--- src/rtl/mem_arbiter.sv ---
// rtl/mem_arbiter.sv - fetch/data arbiter for one single-port unified memory
module mem_arbiter #(
  parameter int RD_LATENCY   = 2,
  parameter int STARVE_LIMIT = 4
) (
  input  logic        clk,
  input  logic        reset,
  input  logic        i_req,
  input  logic [31:0] i_addr,
  output logic        i_gnt,
  output logic        i_rvalid,
  output logic [31:0] i_rdata,
  input  logic        d_req,
  input  logic        d_we,
  input  logic [31:0] d_addr,
  input  logic [31:0] d_wdata,
  input  logic [3:0]  d_be,
  output logic        d_gnt,
  output logic        d_rvalid,
  output logic [31:0] d_rdata,
  output logic        m_en,
  output logic        m_we,
  output logic [31:0] m_addr,
  output logic [31:0] m_wdata,
  output logic [3:0]  m_be,
  input  logic [31:0] m_rdata
);

  localparam int CW = $clog2(RD_LATENCY + 1);
  localparam int SW = $clog2(STARVE_LIMIT + 1);
  localparam logic [CW-1:0] LAT = CW'(RD_LATENCY);
  localparam logic [SW-1:0] LIM = SW'(STARVE_LIMIT);

  typedef enum logic {IDLE, BUSY} state_t;

  state_t        state, state_nxt;
  logic [CW-1:0] cnt, cnt_nxt;
  logic [SW-1:0] starve, starve_nxt;
  logic          owner, owner_nxt;  // 1 = data port owns the outstanding read
  logic [31:0]   i_rdata_q, d_rdata_q;

  always_comb begin
    state_nxt  = state;
    cnt_nxt    = cnt;
    starve_nxt = starve;
    owner_nxt  = owner;
    i_gnt      = 1'b0;
    d_gnt      = 1'b0;
    i_rvalid   = 1'b0;
    d_rvalid   = 1'b0;
    m_en       = 1'b0;
    m_we       = 1'b0;
    m_addr     = 32'h0;
    m_wdata    = 32'h0;
    m_be       = 4'h0;
    if (!reset) begin
      case (state)
        IDLE: begin
          if (i_req && (starve == LIM || !d_req)) begin
            i_gnt      = 1'b1;
            m_en       = 1'b1;
            m_addr     = i_addr;
            m_be       = 4'hf;
            starve_nxt = '0;
            owner_nxt  = 1'b0;
            cnt_nxt    = LAT;
            state_nxt  = BUSY;
          end else if (d_req) begin
            d_gnt   = 1'b1;
            m_en    = 1'b1;
            m_we    = d_we;
            m_addr  = d_addr;
            m_wdata = d_wdata;
            m_be    = d_be;
            if (!i_req)
              starve_nxt = '0;
            else if (starve != LIM)
              starve_nxt = starve + 1'b1;
            // Writes finish in the grant cycle; only reads occupy the memory.
            if (!d_we) begin
              owner_nxt = 1'b1;
              cnt_nxt   = LAT;
              state_nxt = BUSY;
            end
          end
        end
        BUSY: begin
          cnt_nxt = cnt - 1'b1;
          if (cnt == 1) begin
            i_rvalid  = !owner;
            d_rvalid  = owner;
            state_nxt = IDLE;
          end
        end
        default: state_nxt = IDLE;
      endcase
    end
  end

  always_ff @(posedge clk) begin
    if (reset) begin
      state     <= IDLE;
      cnt       <= '0;
      starve    <= '0;
      owner     <= 1'b0;
      i_rdata_q <= 32'h0;
      d_rdata_q <= 32'h0;
    end else begin
      state  <= state_nxt;
      cnt    <= cnt_nxt;
      starve <= starve_nxt;
      owner  <= owner_nxt;
      if (i_rvalid) i_rdata_q <= m_rdata;
      if (d_rvalid) d_rdata_q <= m_rdata;
    end
  end

  // Return data is bypassed so it is visible in the rvalid cycle, then held.
  assign i_rdata = i_rvalid ? m_rdata : i_rdata_q;
  assign d_rdata = d_rvalid ? m_rdata : d_rdata_q;

endmodule

--- config.mk ---
export PLATFORM = sky130hd
export DESIGN_NAME = mem_arbiter
export DESIGN_NICKNAME = d
export VERILOG_FILES = /design/src/rtl/mem_arbiter.sv
export SDC_FILE = /design/constraint.sdc
export NUM_CORES = 1
export LEC_CHECK = 0
export CORE_MARGIN = 3
export CORE_UTILIZATION = 30
export CTS_CLUSTER_DIAMETER = 100
export DETAILED_ROUTE_END_ITERATION = 16
export HOLD_SLACK_MARGIN = 0.02
export PLACE_DENSITY = 0.77
export SETUP_SLACK_MARGIN = 0.15
export SLEW_MARGIN = 20
export SYNTH_ARGS = -nofsm -noshare
export SYNTH_HDL_FRONTEND = slang
export SYNTH_SLANG_ARGS = --single-unit
--- constraint.sdc ---
create_clock -name clk -period 1.5 [get_ports clk]
set_input_delay 0.15 -clock clk [delete_from_list [all_inputs] [get_ports clk]]
set_output_delay 0.15 -clock clk [all_outputs]
set_load 0.01 [all_outputs]
== Yosys cells after proc, flatten, opt, wreduce, memory -nomap -nowiden ==
Index checks and enable logic that the tools add are counted.

* Input port bits: 137
* Register bits after elaboration: 71
* Output and inout port bits: 138
* Word-level logic and storage cells: 74

* Reductions and logical operators: 8
* Bitwise gates (word level): 1
* Muxes and demuxes: 50
* Add/subtract/negate cells: 2
* Equal/unequal tests: 7

{| class="wikitable"
|+ Operators with widths
! kind !! count
|-
| 32-bit two-way mux || 10
|-
| 1-bit two-way mux || 27
|-
| 4-bit two-way mux || 4
|-
| 3-bit two-way mux || 4
|-
| 3-bit != test (second input constant) || 3
|-
| 2-bit two-way mux || 3
|-
| 3-bit AND reduction || 2
|-
| 2-bit case mux with 2 select lines || 1
|-
| 3-bit by 1-bit adder with 3-bit output (second input constant) || 1
|-
| 3-bit == test (second input constant) || 1
|-
| 3-bit by 1-bit != test with 1-bit output (second input constant) || 1
|-
| 2-bit by 1-bit == test with 1-bit output (second input constant) || 1
|-
| 1-bit zero test || 2
|-
| 2-bit by 1-bit != test with 1-bit output (second input constant) || 1
|-
| 1-bit case mux with 2 select lines || 1
|-
| 2-bit AND reduction || 1
|-
| 2-bit nonzero test || 1
|-
| 2-bit by 1-bit subtractor with 2-bit output (second input constant) || 1
|-
| 1-bit logical AND || 1
|-
| 1-bit logical OR || 1
|-
| 1-bit NOT || 1
|}

== Logic depth before layout (Yosys ltp) ==
* Word-level depth: 6
* Depth in mapped cells: 8
* Depth with buffers taken out: 6

== Worst setup path after synthesis ==
OpenSTA, ideal clock, no wires.

* Kind: reg2out
* Start: register starve[0]
* End: output m_addr[26]
* Stages on the path, launching flop included: 8
* Arrival: 1.518 ns
* Data required time: 1.350 ns
* Path slack: -0.168 ns
* Path buffers: 2
* Cells stage by stage: dfxtp_1 > inv_1 > ha_1 > a21boi_4 > and3b_1 > buf_6 > buf_6 > a22o_1

* Word-level cells in the longest chain between the ends: 6

{| class="wikitable"
|+ RTL lines
! item !! line !! RTL
|-
| from (decl) || 38 || <nowiki>logic [SW-1:0] starve, starve_nxt;</nowiki>
|-
| from (signal assigned) || 111 || <nowiki>starve <= starve_nxt;</nowiki>
|-
| 3-bit == test || 59 || <nowiki>if (i_req && (starve == LIM || !d_req)) begin</nowiki>
|-
| 1-bit logical OR || 59 ||
|-
| 1-bit logical AND || 59 ||
|-
| 32-bit two-way mux || 59 ||
|-
| 32-bit two-way mux || 57 || <nowiki>case (state)</nowiki>
|-
| 32-bit two-way mux || 56 || <nowiki>if (!reset) begin</nowiki>
|-
| to (decl) || 23 || <nowiki>output logic [31:0] m_addr,</nowiki>
|}

No other way between the ends.

== Worst setup path in the final report ==
* Start: register cnt[1]
* End: output d_rdata[7]

* Word-level cells in the longest chain between the ends: 5

{| class="wikitable"
|+ RTL lines
! item !! line !! RTL
|-
| from (decl) || 37 || <nowiki>logic [CW-1:0] cnt, cnt_nxt;</nowiki>
|-
| from (signal assigned) || 110 || <nowiki>cnt <= cnt_nxt;</nowiki>
|-
| 2-bit by 1-bit == test with 1-bit output || 89 || <nowiki>if (cnt == 1) begin</nowiki>
|-
| 1-bit two-way mux || 89 ||
|-
| 1-bit two-way mux || 57 ||
|-
| 1-bit two-way mux || 56 ||
|-
| 32-bit two-way mux || -- ||
|-
| to (decl) || 20 || <nowiki>output logic [31:0] d_rdata,</nowiki>
|}

No other way between the ends.

==> impl_metrics.csv <==
group,metric,value,unit
outcome,status,"finished, violations left",
outcome,failed_checks,"negative setup slack",
sta,hold_violations,0,
logic_synthesis,yosys.area.top_type,"dfxtp_1",
setup_path,cp_max_fo,4,
global_routing,antenna_found_initial,0,
power_and_ir_drop,irDropWorstVdd,1488,uV
clocking,cts.reportedPaths.clkPinSlew,60,ps
logic_synthesis,yosysSeqAreaShare,0.4140,
logic_synthesis,netlist_instances,470,
route,first_iter_violations,482,
place,place_ws,-616.4,ps
setup_path,reg2reg_from,"cnt[1]",
clocking,cts_tree,"yes",
route,route.vias.total,5843,
route,routed_via_density,5.559,
min_path,min_from,"reset",
setup_path,cp_slowest_stage_delay,330,ps
sta,tightest_slew,759.7,ps
global_routing,grt_max_degree,45,
layout,drive_above_1_share,0.6696,
floorplan,die_area,0.01276,mm2
power_and_ir_drop,p_leak,0.004892,uW
global_routing,overflow,0,
logic_synthesis,yosys-top-cells-area,"dfxtp_1 (41%), nand2_1 (21%), a21oi_1 (9.6%)",
route,firstDrtPassIters,5,
setup_path,regToRegEndpoint,"d_rdata_q[2]",
setup_path,crit_required,1350,ps
min_path,min_to,"state",
logic_synthesis,synth_top_cell_area_share,0.4140,
layout,multi_input_area,0.003072,mm2
min_path,hold_path_class,"input pin to register",
floorplan,initial_core_util,0.3113,
clocking,cts_hold_buffers,0,
floorplan,fp-row-count,38,
layout,num-nets-final,1046,
min_path,hold_depth,2,
layout,regArea,0.001430,mm2
setup_path,reg2reg_slack,-600,ps
sta,min_period_over_period,1.495,
sta,hold_slack,105.9,ps
power_and_ir_drop,switching_share,0.2576,
route,wl_met1,9.420,mm
layout,areaGrowthSynthToFinish,193.8,%
sta,finalWorstSetupSlack,-742.0,ps
clocking,numCtsBuffers,9,
route,wl,27.61,mm
logic_synthesis,ys.warnings.count,0,
logic_synthesis,synth_seq_cells,71,
sta,fin_skew,6.854,ps
global_routing,grt_pass1_wl,30.05,mm
floorplan,core-area,0.01103,mm2
setup_path,reg2regPathDepth,13,
floorplan,die_x,113.0,um
logic_synthesis,postSynthAreaPerCell,7.305,um2
sta,drv_slew,0,
route,wl_met2,13.78,mm
setup_path,crit_chain,"inv_2, ha_4, nand4b_1, inv_2, buf_6, buf_6, buf_8, buf_12, nand2_2, nand2_1, buf_2",
sta,slew_headroom,0.4936,
global_routing,grt_pass1_vias,5459,
route,ant_nets,0,
power_and_ir_drop,comb_power_share,0.236,
sta,setup_viol,200,
logic_synthesis,syn_area,0.003433,mm2
power_and_ir_drop,p_int,4450,uW
route,wl_met3,2.517,mm
route,wl_per_cell,26.27,um
sta,fin_crit,2242,ps
layout,nFillCells,358,
power_and_ir_drop,power_density,594.2,mW/mm2
global_routing,track_usage,0.3014,
place,portBuffers,274,
place,hpwl,12.87,mm
layout,num_antenna_cells,0,
route,top_layer,"met4",
clocking,cts-root-buf,"clkbuf_16",
route,drc,0,
floorplan,die-height,113.0,um
sta,rsz0062_at_grt,"yes",
power_and_ir_drop,pwr-share-clk,0.441,
clocking,htree_levels,3,
logic_synthesis,synthFlopType,"dfxtp_1",
logic_synthesis,yosysUniqueCellTypes,30,
clocking,cts.sinks,71,
sta,clock.fmax,446.0,MHz
clocking,clkLatencyLatePin,350,ps
setup_path,worstSetupStartpointType,"register",
flow_run,maxCapViolations,0,
logic_synthesis,synthesis.nets,610,
power_and_ir_drop,p_sw,1544,uW
power_and_ir_drop,p_seq_frac,0.323,
logic_synthesis,synth-async-reset-ratio,0,
setup_path,crit_path_start,"cnt[1]",
floorplan,io_pins,275,
setup_path,cp.arrival,2090,ps
setup_path,path_class,"register to primary output",
setup_path,worstSetupEndpointType,"primary output",
place,place_congestion,0.8514,
setup_path,cp_slowest_cell,"dfxtp_2",
clocking,clockBufferDepth,2,
logic_synthesis,synth_edf_count,0,
## cells in the mapped netlist, types with 2 or more instances
| cell type | instances |
|---|---|
| inv_1 | 5 |
| a31o_1 | 4 |
| ha_1 | 3 |
| dfxtp_1 | 71 |
| a22o_1 | 33 |
| a31oi_1 | 2 |
| nand2_1 | 195 |
| nand4b_1 | 2 |
| nor2b_1 | 2 |
| inv_2 | 2 |
| a21oi_1 | 66 |
| and2_1 | 33 |
| clkbuf_1 | 11 |
| nand4_1 | 3 |
| buf_6 | 4 |
| nor2_1 | 4 |
| buf_2 | 17 |
## worst max-delay path: cells and delay by family (launching register included)
| family | cells | cell delay, ps |
|---|---|---|
| adders and majority gates | 1 | 180 |
| buffers and inverters | 7 | 850 |
| DFF | 1 | 330 |
| and+or+nand+nor | 3 | 370 |
## cell type report
type / count / area share
repair buffers: 458 / 0.4981
multi-input cells: 359 / 0.3045
flip-flops and latches: 71 / 0.1418
clock buffers: 11 / 0.02506
well taps: 140 / 0.01737
clock inverters: 5 / 0.01030
inverters: 7 / 0.002853
## repair_timing
action | in CTS | in global routing
cloned | 11 | 7
setup buffers | 52 | 32
endpoints found under the hold margin | 0 | 0
resized for setup | 847 | 315
endpoints found under the setup margin | 201 | 202
pin swaps | 51 | 131
## registers in the layout, indices dropped and copies added (netlist names)
register and cells:
d_rdata_q 32, i_rdata_q 32, starve 3, cnt 2, owner 1, state 1
## layer usage
metal  vias to the layer above  track usage
met5                         -            0
met2                       417       0.5498
met4                         0       0.1579
met3                       152      0.09198
li1                       2444            -
met1                      2830       0.3076
## cell usage in the layout (no fill, tap or decap), types with 2 or more instances in the layout
| cell type | instances |
|---|---|
| inv_1 | 2 |
| a21oi_1 | 6 |
| a21oi_2 | 58 |
| buf_16 | 9 |
| nand2_2 | 67 |
| a21oi_4 | 2 |
| a22o_1 | 33 |
| and2_4 | 33 |
| inv_2 | 4 |
| nand4b_1 | 2 |
| nor2_1 | 4 |
| clkdlybuf4s50_1 | 135 |
| nand4_1 | 3 |
| ha_4 | 2 |
| buf_2 | 41 |
| clkbuf_8 | 2 |
| bufinv_16 | 3 |
| nand2_1 | 37 |
| buf_8 | 9 |
| clkbuf_16 | 14 |
| a31oi_1 | 2 |
| buf_4 | 32 |
| nand2_4 | 90 |
| buf_12 | 17 |
| a31o_1 | 4 |
| buf_6 | 208 |
| dfxtp_2 | 4 |
| dfxtp_1 | 66 |
| nor2b_1 | 2 |
## through the flow
step,power [uW],TNS (ps),utilization,area (um2),cells
after CTS,5646,-58300,0.7619,8404,1012
after floorplan,2283,-455.9,-,3521,470
after global placement,2980,-63950,0.6277,6924,934
final,5994,-85730,0.9145,10090,1051
after detailed placement,2996,-67570,0.6277,6924,934
after global routing,6102,-92580,0.9145,10090,1051
## how the worst max path moves through the flow
stage / cells past startpoint / endpoint
2_1_floorplan: 7 / m_addr[26]
3_3_place_gp: 6 / m_addr[3]
3_5_place_dp: 6 / m_addr[0]
4_1_cts: 7 / m_addr[30]
5_1_grt: 11 / d_rdata[7]
6_report: 11 / d_rdata[7]
## power by group through the flow
stage	logic [uW]	clock network, uW	registers [uW]
after floorplan	326	0	1960
after global placement	1020	0	1960
after detailed placement	1030	0	1960
after CTS	1150	2560	1930
after global routing	1450	2710	1930
final	1420	2640	1930
## logic make-up (layout without fill, tap and decap cells)
kind of cell,Yosys count,count (layout),share of synthesized area
AOI/OAI and AO/OA,110,110,0.2092
buffers and inverters,40,481,0.05867
adders and majority gates,3,3,0.01093
and+or+nand+nor,246,246,0.3072
DFF,71,71,0.4140
(Power assumes the default switching activity.)
